<file path="src/rtl/fetch_queue_if.sv">
// Fetch stage bundle: instruction-memory read port, decoder handshake and
// redirect/halt control. The fetch stage connects as master.
interface fetch_queue_if #(
    parameter int AW    = 8,
    parameter int DW    = 16,
    parameter int DEPTH = 4
);
    localparam int CW = $clog2(DEPTH) + 1;

    logic          imem_req;
    logic [AW-1:0] imem_addr;
    logic [DW-1:0] imem_data;
    logic          ins_valid;
    logic [DW-1:0] ins_data;
    logic [AW-1:0] ins_pc;
    logic          ins_ready;
    logic          redirect;
    logic [AW-1:0] redirect_pc;
    logic          halt;
    logic [CW-1:0] count;

    modport master (
        output imem_req, imem_addr, ins_valid, ins_data, ins_pc, count,
        input  imem_data, ins_ready, redirect, redirect_pc, halt
    );

    modport slave (
        input  imem_req, imem_addr, ins_valid, ins_data, ins_pc, count,
        output imem_data, ins_ready, redirect, redirect_pc, halt
    );
endinterface

</file>
<file path="src/rtl/fetch_queue.sv">
// Instruction fetch stage: owns the fetch PC, issues sequential reads to a
// synchronous instruction memory and buffers {pc, word} pairs for the decoder.
module fetch_queue #(
    parameter int            DEPTH    = 4,
    parameter int            AW       = 8,
    parameter int            DW       = 16,
    parameter logic [AW-1:0] RESET_PC = '0
) (
    input logic            clk,
    input logic            rst,
    fetch_queue_if.master  bus
);
    localparam int            PW    = $clog2(DEPTH);
    localparam int            CW    = PW + 1;
    localparam logic [CW:0]   LIMIT = (CW + 1)'(DEPTH);

    typedef struct packed {
        logic [AW-1:0] pc;
        logic [DW-1:0] word;
    } entry_t;

    logic [AW-1:0] fetch_pc;
    logic [AW-1:0] pf_pc;
    logic          pf_valid;
    logic [PW-1:0] wr_ptr;
    logic [PW-1:0] rd_ptr;
    logic [CW-1:0] count;
    entry_t        mem [DEPTH];

    logic [CW:0]   occupancy;
    logic          issue;
    logic          push;
    logic          pop;
    logic          ins_valid;
    entry_t        head;

    // Credit counts queued plus in-flight words; a same-cycle pop adds none,
    // so a returning word always finds a free slot.
    assign occupancy = {1'b0, count} + {{CW{1'b0}}, pf_valid};
    assign issue     = rst && !bus.redirect && !bus.halt && (occupancy < LIMIT);
    assign push      = pf_valid && !bus.redirect;
    assign ins_valid = (count != '0);
    assign pop       = ins_valid && bus.ins_ready && !bus.redirect;
    assign head      = ins_valid ? mem[rd_ptr] : '0;

    assign bus.imem_req  = issue;
    assign bus.imem_addr = fetch_pc;
    assign bus.ins_valid = ins_valid;
    assign bus.ins_data  = head.word;
    assign bus.ins_pc    = head.pc;
    assign bus.count     = count;

    // NOTE: all sequential state uses non-blocking assignments so every
    // register samples the pre-edge values of the others.
    always_ff @(posedge clk) begin
        if (!rst) begin
            fetch_pc <= RESET_PC;
            pf_pc    <= '0;
            pf_valid <= 1'b0;
            wr_ptr   <= '0;
            rd_ptr   <= '0;
            count    <= '0;
        end else if (bus.redirect) begin
            // Flush queue and in-flight word; the stale return next cycle is dropped.
            fetch_pc <= bus.redirect_pc;
            pf_valid <= 1'b0;
            wr_ptr   <= '0;
            rd_ptr   <= '0;
            count    <= '0;
        end else begin
            if (push) wr_ptr <= wr_ptr + PW'(1);
            if (pop)  rd_ptr <= rd_ptr + PW'(1);

            if (push && !pop)      count <= count + CW'(1);
            else if (pop && !push) count <= count - CW'(1);

            if (issue) begin
                fetch_pc <= fetch_pc + AW'(1);
                pf_pc    <= fetch_pc;
                pf_valid <= 1'b1;
            end else begin
                pf_valid <= 1'b0;
            end
        end
    end

    // NOTE: queue storage has no reset; count gates the head mux, so stale
    // contents are never visible and the array can map to plain RAM/flops.
    always_ff @(posedge clk) begin
        if (rst && push) mem[wr_ptr] <= '{pc: pf_pc, word: bus.imem_data};
    end

    no_overflow: assert property (@(posedge clk) disable iff (!rst)
        !(push && !pop && count == CW'(DEPTH)));

endmodule

</file>
<file path="src/flat_wrapper.sv">
// flat-port wrapper written by rule: the top's interface ports become plain ports
module fetch_queue_flat 
#(
    parameter int            DEPTH    = 4,
    parameter int            AW       = 8,
    parameter int            DW       = 16,
    parameter logic [AW-1:0] RESET_PC = '0
)
  (clk, rst, bus_imem_req, bus_imem_addr, bus_ins_valid, bus_ins_data, bus_ins_pc, bus_count, bus_imem_data, bus_ins_ready, bus_redirect, bus_redirect_pc, bus_halt);
  fetch_queue_if #(.AW(AW), .DW(DW), .DEPTH(DEPTH)) bus_i ();
  input logic clk;
  input logic rst;
  output wire logic [$bits(bus_i.imem_req)-1:0] bus_imem_req;
  output wire logic [$bits(bus_i.imem_addr)-1:0] bus_imem_addr;
  output wire logic [$bits(bus_i.ins_valid)-1:0] bus_ins_valid;
  output wire logic [$bits(bus_i.ins_data)-1:0] bus_ins_data;
  output wire logic [$bits(bus_i.ins_pc)-1:0] bus_ins_pc;
  output wire logic [$bits(bus_i.count)-1:0] bus_count;
  input wire logic [$bits(bus_i.imem_data)-1:0] bus_imem_data;
  input wire logic [$bits(bus_i.ins_ready)-1:0] bus_ins_ready;
  input wire logic [$bits(bus_i.redirect)-1:0] bus_redirect;
  input wire logic [$bits(bus_i.redirect_pc)-1:0] bus_redirect_pc;
  input wire logic [$bits(bus_i.halt)-1:0] bus_halt;
  assign bus_imem_req = bus_i.imem_req;
  assign bus_imem_addr = bus_i.imem_addr;
  assign bus_ins_valid = bus_i.ins_valid;
  assign bus_ins_data = bus_i.ins_data;
  assign bus_ins_pc = bus_i.ins_pc;
  assign bus_count = bus_i.count;
  assign bus_i.imem_data = bus_imem_data;
  assign bus_i.ins_ready = bus_ins_ready;
  assign bus_i.redirect = bus_redirect;
  assign bus_i.redirect_pc = bus_redirect_pc;
  assign bus_i.halt = bus_halt;
  fetch_queue #(.DEPTH(DEPTH), .AW(AW), .DW(DW), .RESET_PC(RESET_PC)) u_core (.clk(clk), .rst(rst), .bus(bus_i));
endmodule
</file>
<file path="config.mk">
export PLATFORM = sky130hd
export DESIGN_NAME = fetch_queue_flat
export DESIGN_NICKNAME = d
export VERILOG_FILES = /design/src/rtl/fetch_queue_if.sv /design/src/rtl/fetch_queue.sv /design/src/flat_wrapper.sv
export SDC_FILE = /design/constraint.sdc
export NUM_CORES = 1
export LEC_CHECK = 0
export BUFFER_PORTS_ARGS = -buffer_cell sky130_fd_sc_hd__buf_2
export CORE_ASPECT_RATIO = 0.7
export CORE_UTILIZATION = 29
export DETAILED_ROUTE_END_ITERATION = 10
export HOLD_SLACK_MARGIN = 0.03
export PLACE_DENSITY = 0.55
export SLEW_MARGIN = 20
export SYNTH_ARGS = -nofsm -noshare
export SYNTH_HDL_FRONTEND = slang
export SYNTH_SLANG_ARGS = --single-unit
export TNS_END_PERCENT = 30
</file>
<file path="constraint.sdc">
create_clock -name clk -period 3.73 [get_ports clk]
set_input_delay 0.5595 -clock clk [delete_from_list [all_inputs] [get_ports clk]]
set_output_delay 0.5595 -clock clk [all_outputs]
set_load 0.01 [all_outputs]
</file>
==> metrics.md <==
| Metric | Value |
|---|---|
| Ys Warns | 0 |
| First-pass GRT wire length | 15,500 um |
| DR pass1 iterations | 4 |
| MaxCap Viol Count | 0 |
| Post_cts resized | 0 |
| Ant. Diodes | 0 |
| Power density cells | ~530 mW/mm^2 |
| Die area | 0.0171 mm^2 |
| Core area | between 0.015 and 0.02 mm^2 |
| Worst-Skew Late Latency | ~400 ps |
| Nature of the critical path startpoint | flop |
| Final core utilization | ~37% |
| Slew HR | a little under two fifths |
| Layout Area Growth over Synthesis | 24.4% |
| Comb pwr share | 3.0% |
| Seq pwr share | between 40% and 50% |
| Max Slew Vio Count | 0 |
| DR WL/cell | approximately 16 um |
| H-Tree Level Count | 4 |
| Post-route clock skew | approximately 7.3 ps |
| Post-Layout Cell Count | about 610 |
| Synthesized cell area | around 0.0048 mm^2 |
| GR Util All Layers | approximately an eighth |
| Synthesized netlist cell count | between 200 and 300 |
| CP endpoint kind | primary output |
| Ports | 66 |
| Final Hold Fails | 0 |
| Reg2reg end | u_core.bus.count[2]$_SDFFE_PP0P_ |
| Residual DRC | 0 |
| Total CTS buffers | 17 |
| RSZ-0062 raised after global routing | no |
| Largest net degree at the start of global routing | 28 |
| Initial drt markers | ~150 |
| Max Clock Freq | roughly 340 MHz |
| Layout cell share with drive strength beyond 1 | 32.8% |
| Root Driver | clkbuf_16 |
| Sw Pwr | ~0.00063 W |
| Worst vdd ir | around 0.26 mV |
| HPWL after detailed placement | approximately 6100 um |
| Outcome | finished clean |
| Initial antenna violation count | 0 |
| Syn_area_per_cell | 16.2 um^2 |
| Placed cells | approximately 580 |
| Max clock buf depth | 2 |
| Initial core utilization | approximately 30% |
| DIE HEIGHT | about 110 um |
| Setup violators final | 0 |
| Via Count | between 2,000 and 3,000 |
| CTS tree | yes |
| Clock tree sinks | roughly 120 |
| Max Fanout on Critical Path | 16 |
| Clock share of power | 50.4% |
| Cells on worst reg2reg path | 9 |
| Post-route clock period utilization | 79.0% |
| Routability congestion estimate | about 0.82 |
| Worst hold start | bus_imem_data[9] |
| Reg-to-reg setup timing slack | roughly 1300 ps |
| Num rows | 39 |
| GR Overflow Total | 0 |
| Static leakage | ~2.2 nW |
| Die width | about 160 um |
| Clk slew on worst S/H paths | 50 ps |
| DR vias/cell | between 4 and 5 |
| Hold buffer count at CTS | 0 |
| Post-CTS setup repair buffer count | 0 |
| Worst reg2reg path startpoint | u_core.bus.count[1]$_SDFFE_PP0P_ |
| Syn Nets | roughly 330 |
| Yosys reg bits | about 120 |
| Hold endpoint | u_core.mem[1][9]$_DFFE_PP_ |
| PortBufs | 65 |
| Routed wire length | 9830 um |
| Setup_tns | 0 ps |
| Worst path required time | approximately 3200 ps |
| Setup CP Type | reg2out |
| Nets | between 400 and 500 |
| Post-route ant nets | 0 |
| Crit path DAT | ~2400 ps |
| P_int | 0.00256 W |
| Vias in the first global route | ~2,800 |
| Min cycle time layout | just under 3000 ps |
| Hold Path Depth | 1 |
| Sw Share | approximately a fifth |
| Slew of the pin with the lowest slew margin | ~950 ps |
| Synth unique cells | 37 |
| Register area share after synthesis | between 70% and 80% |
| Worst Hold Class | in2reg |
-- power groups by stage --
stage               Clock (W)  Combinational, W  Sequential [W]
global placement            0         0.0000953         0.00151
detailed placement          0         0.0000973         0.00152
floorplan                   0         0.0000494         0.00151
finish                0.00161         0.0000956         0.00149
CTS                   0.00164         0.0000976         0.00149
global route          0.00171          0.000108         0.00149
-- routing by layer --
layer	global-route usage, %	share of wire (%)	vias up	wire, um
met3	4.57	6.1	7	598
met5	0	0	-	0
met2	19.7	46	80	4500
met4	4.20	0.71	0	70
met1	16.2	47	1355	4660
li1	-	-	1278	-
-- worst max-delay path: stages (launching register included) --
cell,delay (ps)
dfxtp_1,340
or4b_4,580
or2_1,430
inv_1,420
buf_2,210
-- registers in the layout, indices dropped and copies added (netlist names), named ones only --
name and cells:
u_core.bus.count 3, u_core.bus.imem_addr 8, u_core.mem 96, u_core.pf_pc 8
u_core.pf_valid 1, u_core.rd_ptr 2, u_core.wr_ptr 2
-- final cells by class --
| type | count | area, um^2 |
|---|---|---|
| clock buffer | 19 | 433 |
| clock inverter | 13 | 153 |
| fill | 1554 | 10300 |
| inverter | 8 | 30.0 |
| multi-input combinational | 151 | 1320 |
| sequential | 122 | 3400 |
| tap | 225 | 282 |
| timing repair buffer | 71 | 370 |
-- worst max path at each step --
stage                                                start             to
after floorplan                               bus_redirect   bus_imem_req
after global placement                        bus_redirect   bus_imem_req
after detailed placement                      bus_redirect   bus_imem_req
after CTS                                             flop  bus_ins_pc[0]
after global routing      u_core.bus.count[2]$_SDFFE_PP0P_   bus_imem_req
final                     u_core.bus.count[2]$_SDFFE_PP0P_   bus_imem_req
-- layout by cell type (no fill, tap or decap), types with 4 or more instances in the layout --
cell type,count
o21ai_0,5
buf_4,6
clkbuf_16,17
buf_2,65
nor2_1,8
nand3_1,4
dfxtp_1,25
ha_1,6
a21oi_1,14
edfxtp_1,96
and2_1,24
and3_1,5
inv_1,8
nand2_1,30
mux4_2,24
-- logic make-up (layout without fill, tap and decap cells) --
kind of cell               count (synthesis)  after routing  share of synthesized area (%)
DFF                                      122            122                           70.7
and+or+nand+nor                           82             82                           8.83
AOI/OAI and AO/OA                         31             31                           4.00
muxes                                     26             26                           11.6
buffers and inverters                     24            111                           1.97
adders and majority gates                  7              7                           1.97
xor gates and xnor gates                   5              5                          0.909
-- cell usage after synthesis --
library cell,n,area [um^2]
ha_1,6,75.1
o211ai_1,1,7.51
xnor2_1,2,17.5
or2_1,1,6.26
nand2_1,30,113
a21oi_1,14,70.1
xor2_1,3,26.3
o311ai_0,2,17.5
and4_1,1,8.76
clkbuf_2,1,5.00
buf_1,1,3.75
and3_1,5,31.3
nand3_1,4,20.0
buf_2,3,15.0
clkbuf_1,11,41.3
nand4b_1,1,8.76
nor2b_1,1,6.26
dfxtp_1,26,521
nor2_1,8,30.0
edfxtp_1,96,2880
a22oi_1,1,7.51
inv_1,8,30.0
o21ai_0,5,25.0
mux4_2,24,541
or4b_4,1,13.8
o21ba_2,1,10.0
or3_1,2,12.5
nor3_1,2,10.0
o31a_1,1,8.76
a32oi_1,1,8.76
fa_1,1,20.0
mux2i_1,2,20.0
or4_1,2,15.0
o41ai_1,2,17.5
and2_1,24,150
o21a_1,1,7.51
a31oi_1,2,12.5
-- stage by stage --
stage	hold slack, ps	cell area, um^2	power, W	setup slack, ps
2_1_floorplan	460	4820	0.00156	1380
3_3_place_gp	483	5400	0.00161	874
3_5_place_dp	500	5400	0.00161	806
4_1_cts	353	5990	0.00322	740
5_1_grt	358	5990	0.00330	618
6_report	373	5990	0.00319	784
(Power assumes the default switching activity.)
